[src/rtl/dc_load_stage_pkg.sv]
// Shared definitions for the data-cache load stage: bus widths and field positions,
// stall vector indices, memory-op encodings and FSM state encodings.
package dc_load_stage_pkg;

    localparam int EX_TO_DC_WD_DFLT = 152;
    localparam int DC_TO_WB_WD_DFLT = 136;
    localparam int DC_TO_RF_WD_DFLT = 105;

    localparam int  STALL_DC = 4;
    localparam int  STALL_WB = 5;
    localparam logic STOP    = 1'b1;
    localparam logic NO_STOP = 1'b0;

    // Field positions inside ex_to_dc_bus
    localparam int EX_IS_LOAD  = 151;
    localparam int EX_MOP_HI   = 150;
    localparam int EX_MOP_LO   = 143;
    localparam int EX_HILO_HI  = 142;
    localparam int EX_HILO_LO  = 77;
    localparam int EX_PC_HI    = 76;
    localparam int EX_PC_LO    = 45;
    localparam int EX_RAM_HI   = 44;
    localparam int EX_RAM_LO   = 39;
    localparam int EX_SEL_RF   = 38;
    localparam int EX_RF_WE    = 37;
    localparam int EX_WADDR_HI = 36;
    localparam int EX_WADDR_LO = 32;

    // One-hot mem_op, MSB first: lb, lbu, lh, lhu, lw, sb, sh, sw
    localparam logic [7:0] MOP_LB  = 8'b1000_0000;
    localparam logic [7:0] MOP_LBU = 8'b0100_0000;
    localparam logic [7:0] MOP_LH  = 8'b0010_0000;
    localparam logic [7:0] MOP_LHU = 8'b0001_0000;
    localparam logic [7:0] MOP_LW  = 8'b0000_1000;
    localparam logic [7:0] MOP_SB  = 8'b0000_0100;
    localparam logic [7:0] MOP_SH  = 8'b0000_0010;
    localparam logic [7:0] MOP_SW  = 8'b0000_0001;

    typedef enum logic [1:0] {
        ST_IDLE = 2'd0,
        ST_WAIT = 2'd1,
        ST_DONE = 2'd2
    } dc_state_e;

endpackage

[src/rtl/dc_load_stage_if.sv]
// Load-data return channel. data_sram_rvalid is a one-cycle pulse qualifying
// data_sram_rdata; there is no ready, the stage samples it whenever it is waiting.
interface dc_load_stage_if;
    logic [31:0] data_sram_rdata;
    logic        data_sram_rvalid;

    modport master (output data_sram_rdata, output data_sram_rvalid);
    modport slave  (input  data_sram_rdata, input  data_sram_rvalid);
endinterface

[src/rtl/dc_load_stage_load_align.sv]
// Combinational load alignment: picks the byte/half/word addressed by addr and extends it.
module load_align
    import dc_load_stage_pkg::*;
(
    input  logic [7:0]  mem_op,
    input  logic [1:0]  addr,
    input  logic [31:0] word,
    output logic [31:0] data
);

    logic [7:0]  byte_sel;
    logic [15:0] half_sel;

    always_comb begin
        byte_sel = word[7:0];
        case (addr)
            2'd0: byte_sel = word[7:0];
            2'd1: byte_sel = word[15:8];
            2'd2: byte_sel = word[23:16];
            2'd3: byte_sel = word[31:24];
            default: byte_sel = word[7:0];
        endcase
        // Halfword loads ignore addr[0]
        half_sel = addr[1] ? word[31:16] : word[15:0];

        data = '0;
        case (mem_op)
            MOP_LB:  data = {{24{byte_sel[7]}}, byte_sel};
            MOP_LBU: data = {24'b0, byte_sel};
            MOP_LH:  data = {{16{half_sel[15]}}, half_sel};
            MOP_LHU: data = {16'b0, half_sel};
            MOP_LW:  data = word;
            default: data = '0;
        endcase
    end

endmodule

[src/rtl/dc_load_stage.sv]
// Data-cache load stage: pipeline register, load-wait FSM and result alignment.
// Optional load watchdog enabled by defining DC_LOAD_TIMEOUT_EN.
module dc_load_stage
    import dc_load_stage_pkg::*;
#(
    parameter int EX_TO_DC_WD = EX_TO_DC_WD_DFLT,
    parameter int DC_TO_WB_WD = DC_TO_WB_WD_DFLT,
    parameter int DC_TO_RF_WD = DC_TO_RF_WD_DFLT,
    parameter int TIMEOUT_CYC = 16
) (
    input  logic                   clk,
    input  logic                   resetn,
    input  logic [5:0]             stall,
    output logic                   stallreq_for_dc,
    input  logic [EX_TO_DC_WD-1:0] ex_to_dc_bus,
    dc_load_stage_if.slave         sram,
    output logic [DC_TO_WB_WD-1:0] dc_to_wb_bus,
    output logic [DC_TO_RF_WD-1:0] dc_to_rf_bus,
    output logic                   dc_load_timeout,
    output dc_state_e              fsm_state
);

    logic [EX_TO_DC_WD-1:0] ex_r;
    logic [EX_TO_DC_WD-1:0] ex_next;
    logic                   reg_upd;
    logic [31:0]            load_buf;
    dc_state_e              state;
    logic                   is_load;
    logic                   use_rdata;
    logic [31:0]            load_word;
    logic [31:0]            align_data;
    logic [31:0]            rf_wdata;
    logic [31:0]            ex_result;

    // Register takes EX when this stage runs, a bubble when only WB runs, else holds
    assign reg_upd = (stall[STALL_DC] == NO_STOP) || (stall[STALL_WB] == NO_STOP);
    assign ex_next = (stall[STALL_DC] == NO_STOP) ? ex_to_dc_bus : '0;

    always_ff @(posedge clk or negedge resetn) begin
        if (!resetn) begin
            ex_r <= '0;
        end else if (reg_upd) begin
            ex_r <= ex_next;
        end
    end

    assign is_load   = ex_r[EX_IS_LOAD];
    assign ex_result = ex_r[31:0];
    // Returned data only counts while a load is still outstanding
    assign use_rdata = is_load && (state != ST_DONE) && sram.data_sram_rvalid;

`ifdef DC_LOAD_TIMEOUT_EN
    localparam int CNT_W = $clog2(TIMEOUT_CYC + 1);
    logic [CNT_W-1:0] wait_cnt;
`endif

    always_ff @(posedge clk or negedge resetn) begin
        if (!resetn) begin
            state    <= ST_IDLE;
            load_buf <= '0;
`ifdef DC_LOAD_TIMEOUT_EN
            wait_cnt        <= '0;
            dc_load_timeout <= 1'b0;
`endif
        end else if (reg_upd) begin
            state <= ex_next[EX_IS_LOAD] ? ST_WAIT : ST_IDLE;
`ifdef DC_LOAD_TIMEOUT_EN
            wait_cnt <= '0;
`endif
        end else if (use_rdata) begin
            state    <= ST_DONE;
            load_buf <= sram.data_sram_rdata;
        end
`ifdef DC_LOAD_TIMEOUT_EN
        else if (is_load && (state == ST_WAIT)) begin
            if (wait_cnt == CNT_W'(TIMEOUT_CYC - 1)) begin
                state           <= ST_DONE;
                load_buf        <= '0;
                dc_load_timeout <= 1'b1;
            end else begin
                wait_cnt <= wait_cnt + 1'b1;
            end
        end
`endif
    end

`ifndef DC_LOAD_TIMEOUT_EN
    assign dc_load_timeout = 1'b0;
`endif

    assign stallreq_for_dc = is_load && (state != ST_DONE) && !sram.data_sram_rvalid;
    assign load_word       = use_rdata ? sram.data_sram_rdata : load_buf;

    load_align u_align (
        .mem_op (ex_r[EX_MOP_HI:EX_MOP_LO]),
        .addr   (ex_result[1:0]),
        .word   (load_word),
        .data   (align_data)
    );

    assign rf_wdata = ex_r[EX_SEL_RF] ? align_data : ex_result;

    assign dc_to_wb_bus = {ex_r[EX_HILO_HI:EX_HILO_LO], ex_r[EX_PC_HI:EX_PC_LO],
                           ex_r[EX_RF_WE], ex_r[EX_WADDR_HI:EX_WADDR_LO], rf_wdata};
    assign dc_to_rf_bus = {stallreq_for_dc, ex_r[EX_HILO_HI:EX_HILO_LO],
                           ex_r[EX_RF_WE], ex_r[EX_WADDR_HI:EX_WADDR_LO], rf_wdata};
    assign fsm_state    = state;

    // RAM request fields were consumed by EX; they only ride along here
    logic unused_fields;
    assign unused_fields = ^{ex_r[EX_RAM_HI:EX_RAM_LO], (TIMEOUT_CYC != 0)};

endmodule

[src/flat_wrapper.sv]
// flat-port wrapper written by rule: the top's interface ports become plain ports
module dc_load_stage_flat import dc_load_stage_pkg::*;
#(
    parameter int EX_TO_DC_WD = EX_TO_DC_WD_DFLT,
    parameter int DC_TO_WB_WD = DC_TO_WB_WD_DFLT,
    parameter int DC_TO_RF_WD = DC_TO_RF_WD_DFLT,
    parameter int TIMEOUT_CYC = 16
)
  (clk, resetn, stall, stallreq_for_dc, ex_to_dc_bus, dc_to_wb_bus, dc_to_rf_bus, dc_load_timeout, fsm_state, sram_data_sram_rdata, sram_data_sram_rvalid);
  dc_load_stage_if sram_i ();
  input  logic clk;
  input  logic resetn;
  input  logic [5:0] stall;
  output logic stallreq_for_dc;
  input  logic [EX_TO_DC_WD-1:0] ex_to_dc_bus;
  output logic [DC_TO_WB_WD-1:0] dc_to_wb_bus;
  output logic [DC_TO_RF_WD-1:0] dc_to_rf_bus;
  output logic dc_load_timeout;
  output dc_state_e fsm_state;
  input wire logic [$bits(sram_i.data_sram_rdata)-1:0] sram_data_sram_rdata;
  input wire logic [$bits(sram_i.data_sram_rvalid)-1:0] sram_data_sram_rvalid;
  assign sram_i.data_sram_rdata = sram_data_sram_rdata;
  assign sram_i.data_sram_rvalid = sram_data_sram_rvalid;
  dc_load_stage #(.EX_TO_DC_WD(EX_TO_DC_WD), .DC_TO_WB_WD(DC_TO_WB_WD), .DC_TO_RF_WD(DC_TO_RF_WD), .TIMEOUT_CYC(TIMEOUT_CYC)) u_core (.clk(clk), .resetn(resetn), .stall(stall), .stallreq_for_dc(stallreq_for_dc), .ex_to_dc_bus(ex_to_dc_bus), .sram(sram_i), .dc_to_wb_bus(dc_to_wb_bus), .dc_to_rf_bus(dc_to_rf_bus), .dc_load_timeout(dc_load_timeout), .fsm_state(fsm_state));
endmodule
[config.mk]
export PLATFORM = sky130hd
export DESIGN_NAME = dc_load_stage_flat
export DESIGN_NICKNAME = d
export VERILOG_FILES = /design/src/rtl/dc_load_stage_pkg.sv /design/src/rtl/dc_load_stage_if.sv /design/src/rtl/dc_load_stage_load_align.sv /design/src/rtl/dc_load_stage.sv /design/src/flat_wrapper.sv
export SDC_FILE = /design/constraint.sdc
export NUM_CORES = 1
export LEC_CHECK = 0
export CORE_AREA = 2 2 169 171
export DETAILED_ROUTE_END_ITERATION = 8
export DIE_AREA = 0 0 171 173
export MAX_ROUTING_LAYER = met4
export PLACE_DENSITY = 0.83
export SLEW_MARGIN = 20
export SYNTH_ARGS = -nofsm -noshare
export SYNTH_HDL_FRONTEND = slang
export SYNTH_HIERARCHICAL = 1
export SYNTH_SLANG_ARGS = --single-unit
[constraint.sdc]
create_clock -name clk -period 12.75 [get_ports clk]
set_input_delay 2.55 -clock clk [delete_from_list [all_inputs] [get_ports clk]]
set_output_delay 2.55 -clock clk [all_outputs]
set_load 0.01 [all_outputs]
# Word-level counts from Yosys, hierarchy flattened

Cells that the tools add are included.

Output and inout port bits: 245
Word-level logic and storage cells: 30
Register bits after elaboration: 186

Reduce and logical (&&, ||, !) cells: 7
Bitwise logic cells: 2
Mux-type cells: 9
Equal/unequal tests: 9

Operators with widths:

| kind                 | count |
|---|---|
| $pmux W32 S5         | 1 |
| $mux W152            | 1 |
| $mux W32             | 2 |
| $pmux W8 S4          | 1 |
| $mux W16             | 1 |
| $eq A8 B4 Y1 const B | 1 |
| $eq A8 B5 Y1 const B | 1 |
| $eq A8 B6 Y1 const B | 1 |
| $eq A8 B7 Y1 const B | 1 |
| $eq A8 B8 Y1 const B | 1 |
| $eq A2 B2 Y1 const B | 2 |
| $mux W2              | 2 |
| $logic_and A1 B1 Y1  | 3 |
| $eq A2 B1 Y1 const B | 1 |
| $logic_not A2 Y1     | 1 |
| $ne A2 B2 Y1 const B | 1 |
| $not A1 Y1           | 2 |
| $reduce_bool A2 Y1   | 1 |
| $logic_not A1 Y1     | 1 |
| $logic_or A1 B1 Y1   | 1 |
| $mux W1              | 1 |

# Depth between registers and ports, before layout

Word-level depth: 7
Mapped depth: 12
Depth with buffers taken out: 8

# Cells and area by module

The synthesis kept the hierarchy.

By module, submodules not included:

| module        | cells each | instances | area each (µm²) | sequential area each (µm²) |
|---|---|---|---|---|
| dc_load_stage | 977        | 1         | 9286.4          | 4504.3 |
| load_align    | 91         | 1         | 845.8           | 0.0 |

# Worst setup path before layout

No wires, ideal clock.

Path type: input to output
From: in sram_data_sram_rvalid
To: out dc_to_wb_bus[20]
Stages on the path: 11
Required time: 10.200 ns
Buffers on the path: 4
Data arrival time: 5.041 ns
Setup slack: 5.159 ns
Cells stage by stage: o211ai_2 -> buf_2 -> mux2_2 -> mux4_2 -> and4_4 -> buf_6 -> a41o_4 -> buf_6 -> a21o_1 -> mux2_2 -> buf_4

Cells in the longest elaborated chain, start to end: 5
Elaborated cells between the ends (all ways): 6
Classes of those cells: mux: 5; reduce/logical: 1

Ends and longest elaborated chain:

| what                                           | line                                                           | RTL |
|---|---|---|
| start: declaration                             | flat_wrapper.sv:21                                             | `input wire logic [$bits(sram_i.data_sram_rvalid)-1:0] sram_data_sram_rvalid;` |
| $logic_and A1 B1 Y1 (*)                        | dc_load_stage.sv:50                                            | `assign use_rdata = is_load && (state != ST_DONE) && sram.data_sram_rvalid;` |
| $mux W32 (*)                                   | dc_load_stage.sv:92                                            | `assign load_word = use_rdata ? sram.data_sram_rdata : load_buf;` |
| net u_core.load_word[15]                       | dc_load_stage.sv:30                                            | `logic [31:0] load_word;` |
| $pmux W8 S4 / $mux W16 (equally long branches) | dc_load_stage_load_align.sv:16, dc_load_stage_load_align.sv:24 |  |
| $pmux W32 S5 (*)                               | dc_load_stage_load_align.sv:27                                 | `case (mem_op)` |
| net u_core.align_data[20]                      | dc_load_stage.sv:31                                            | `logic [31:0] align_data;` |
| $mux W32 (*)                                   | dc_load_stage.sv:101                                           | `assign rf_wdata = ex_r[EX_SEL_RF] ? align_data : ex_result;` |
| end: declaration                               | flat_wrapper.sv:16                                             | `output logic [DC_TO_WB_WD-1:0] dc_to_wb_bus;` |

The timed path passes the listed nets; every way through them passes the cells marked *.

# Final worst setup path

From: in sram_data_sram_rvalid
To: out dc_to_wb_bus[28]

The elaborated chain is that of the path after synthesis.

==> key figures <==
Floorplanning
  – Core area: 27600 um^2
  – Num rows: 61
  – Die Ht: 173 um
  – I/O pin cnt: 438
  – Initial Utilization: 36.7%
  – Die Footprint: 29600 um^2
  – Die W: 171 um

Worst setup path
  – Req. time, crit path: 10200 ps
  – Crit path kind: in -> out
  – Worst Setup Start Kind: primary input
  – CP Capture Type: output port
  – Crit-path max FO: 34
  – Critical path data arrival time: 6210 ps

Global routing
  – First-pass GRT wire length: 43800 um
  – All-Layer GR Usage: 19.7%
  – Antenna violations before repair: 2
  – Vias in the first global route: 7652
  – Pin count of the biggest net entering global routing: 113
  – Congestion Overflow GR: 0

Synth
  – Syn. warnings: 6
  – Main synth FF type: dfrtp_1
  – Synthesized area: 10100 um^2
  – Post-synth net total: 1261
  – Yosys reg bits: 180
  – Syn avg cell area: 9.49 um^2
  – Ys async rst share: 100%
  – Synth cell types: 34
  – Sequential cell area fraction in the yosys report: 44.5%
  – Number of synthesized flops with an enable pin: 0
  – Synthesized instance count: 1068

Route
  – Vias per cell: 4.64
  – Total wire length: 28800 um
  – Drt first pass iters: 5
  – Initial DRC count: 406
  – Detailed-route via count: 7647
  – Detail Route Antenna Nets: 0
  – WL/cell: 17.4 um
  – Drt drc: 0

Layout
  – Commonest non-fill, non-tap cell in the layout: clkdlybuf4s50_1
  – Final core occ: 49.5%
  – Layout area overhead: 34.8%
  – Layout cells sized above 1: 9.85%
  – Total Nets Final: 1450
  – Commonest cells after routing, fill and taps aside: clkdlybuf4s50_1 (424), dfrtp_1 (180), inv_1 (148)

Power
  – Max VDD drop: 0.0738 mV
  – Pleak: 6.22 nW
  – Pwr/cell area: 115 nW/um^2

STA
  – Final Skew: 8.11 ps
  – Hold Fails Final Rpt: 0
  – Final setup fails: 0
  – Final setup TNS: 0 ps
  – FMAX: 114 MHz
  – Fin crit share: 68.7%
  – Post-route setup slack: 3990 ps
  – Worst slew margin: 28.0%
  – Slew Limit Fails: 0
  – Worst slew pin tran: 1080 ps
  – RSZ-0062 raised after global routing: false
  – Final Critical Period: 8760 ps

Min path
  – Hold WC Path Type: reg -> reg

Placement
  – GPL Wtd Cong: 0.857
  – Dpl ws: 4030 ps
  – Detailed placement HPWL: 21700 um
  – Quantity of I/O buffers inserted on ports: 426

Clock tree
  – Worst-case clock buffer depth: 2
  – H-Tree Depth: 4
  – PostCTS Resize Cnt: 0
  – Hold Buf Count CTS: 0
  – Sink Count: 180
  – Worst skew pair latency: 420 ps
  – Clock Pin Slew Worst Setup and Hold Paths: 70 ps
  – CTS buffer count: 17
  – Post-CTS Setup Bufs: 0
  – Root Driver: clkbuf_16
  – CTS tree: done

Flow run
  – Max-cap viol count: 0

Status
  – Status: complete, no violations
[flip-flops by register name, summed over array words and instances, names as in the netlist]
register	count
u_core/fsm_state	2
u_core/load_buf	32
u_core/ex_r	146
[critical path: stages]
cell             delay [ps]
clkdlybuf4s50_1         530
o211ai_4                110
buf_4                   420
mux2_2                  450
mux4_2                  540
and4_4                  260
a41o_4                  320
a21o_1                  180
mux2_2                  300
clkdlybuf4s50_1         510
[cells in the mapped netlist, types with 2 or more instances]
| library cell | n | area, um^2 |
|---|---|---|
| dfrtp_1 | 180 | 4500 |
| buf_6 | 3 | 33.8 |
| buf_2 | 17 | 85.1 |
| buf_4 | 212 | 1590 |
| clkbuf_1 | 30 | 113 |
| a221o_1 | 8 | 80.1 |
| nor2b_1 | 2 | 12.5 |
| mux4_1 | 6 | 158 |
| inv_1 | 148 | 556 |
| a21o_1 | 18 | 135 |
| nand2_1 | 138 | 518 |
| o21ai_0 | 146 | 731 |
| mux4_2 | 2 | 45.0 |
| mux2_2 | 74 | 833 |
| nor2_1 | 3 | 11.3 |
| a22oi_1 | 8 | 60.1 |
| mux2_1 | 31 | 349 |
| buf_1 | 2 | 7.51 |
| and2_1 | 2 | 12.5 |
| nand3_1 | 23 | 115 |
| nor3_1 | 2 | 10.0 |
[where the power goes]
part,switching [mW],leakage [nW],internal (mW),total [mW]
registers,0.0412,2.26,0.631,0.672
clock network,0.245,0.265,0.257,0.502
logic,0.175,3.70,0.227,0.402
total,0.462,6.22,1.12,1.58
[layer usage]
metal,GRT usage [%],share of wire [%]
met1,24.5,42
met2,32.0,49
met3,4.74,7.7
met4,5.61,1.3
met5,-,0
[worst paths after layout]
path	from	endpoint	slack (ps)	depth (start not counted)
setup / recovery	sram_data_sram_rvalid	dc_to_wb_bus[28]	3990	10
hold / removal	u_core/ex_r[74]$_DFFE_PN0N_	u_core/ex_r[74]$_DFFE_PN0N_	480	2
setup reg to reg	u_core/fsm_state[0]$_DFFE_PN0P_	u_core/load_buf[0]$_DFFE_PN0P_	10830	2
hold reg to reg	u_core/ex_r[74]$_DFFE_PN0N_	u_core/ex_r[74]$_DFFE_PN0N_	480	2
max in group asynchronous	resetn	u_core/ex_r[72]$_DFFE_PN0N_	8990	2
min in group asynchronous	resetn	u_core/load_buf[20]$_DFFE_PN0P_	2200	1
[kinds of logic after synthesis]
group,Yosys count,synth area share (%)
xor+xnor,2,0.173
mux,113,13.7
compound gates,185,10.7
simple gates,175,7.43
other cells,1,0.0370
buf+inv,412,23.5
flops,180,44.5
[metrics by stage]
step | area, um^2 | std cells | power (mW) | hold slack [ps]
floorplan | 10100 | 1068 | 0.911 | 446
global placement | 13100 | 1616 | 1.07 | 460
detailed placement | 13100 | 1616 | 1.09 | 469
CTS | 13700 | 1647 | 1.59 | 485
global route | 13700 | 1649 | 1.65 | 500
finish | 13700 | 1649 | 1.58 | 477
[cell type report]
class                      count  area [um^2]
timing repair buffer         434         4330
fill                        2537        14000
tap                          378          473
clock inverter                13          118
clock buffer                  18          429
sequential                   180         4500
antenna                        2         5.00
inverter                     148          556
multi-input combinational    476         3250
(Power assumes the default switching activity.)
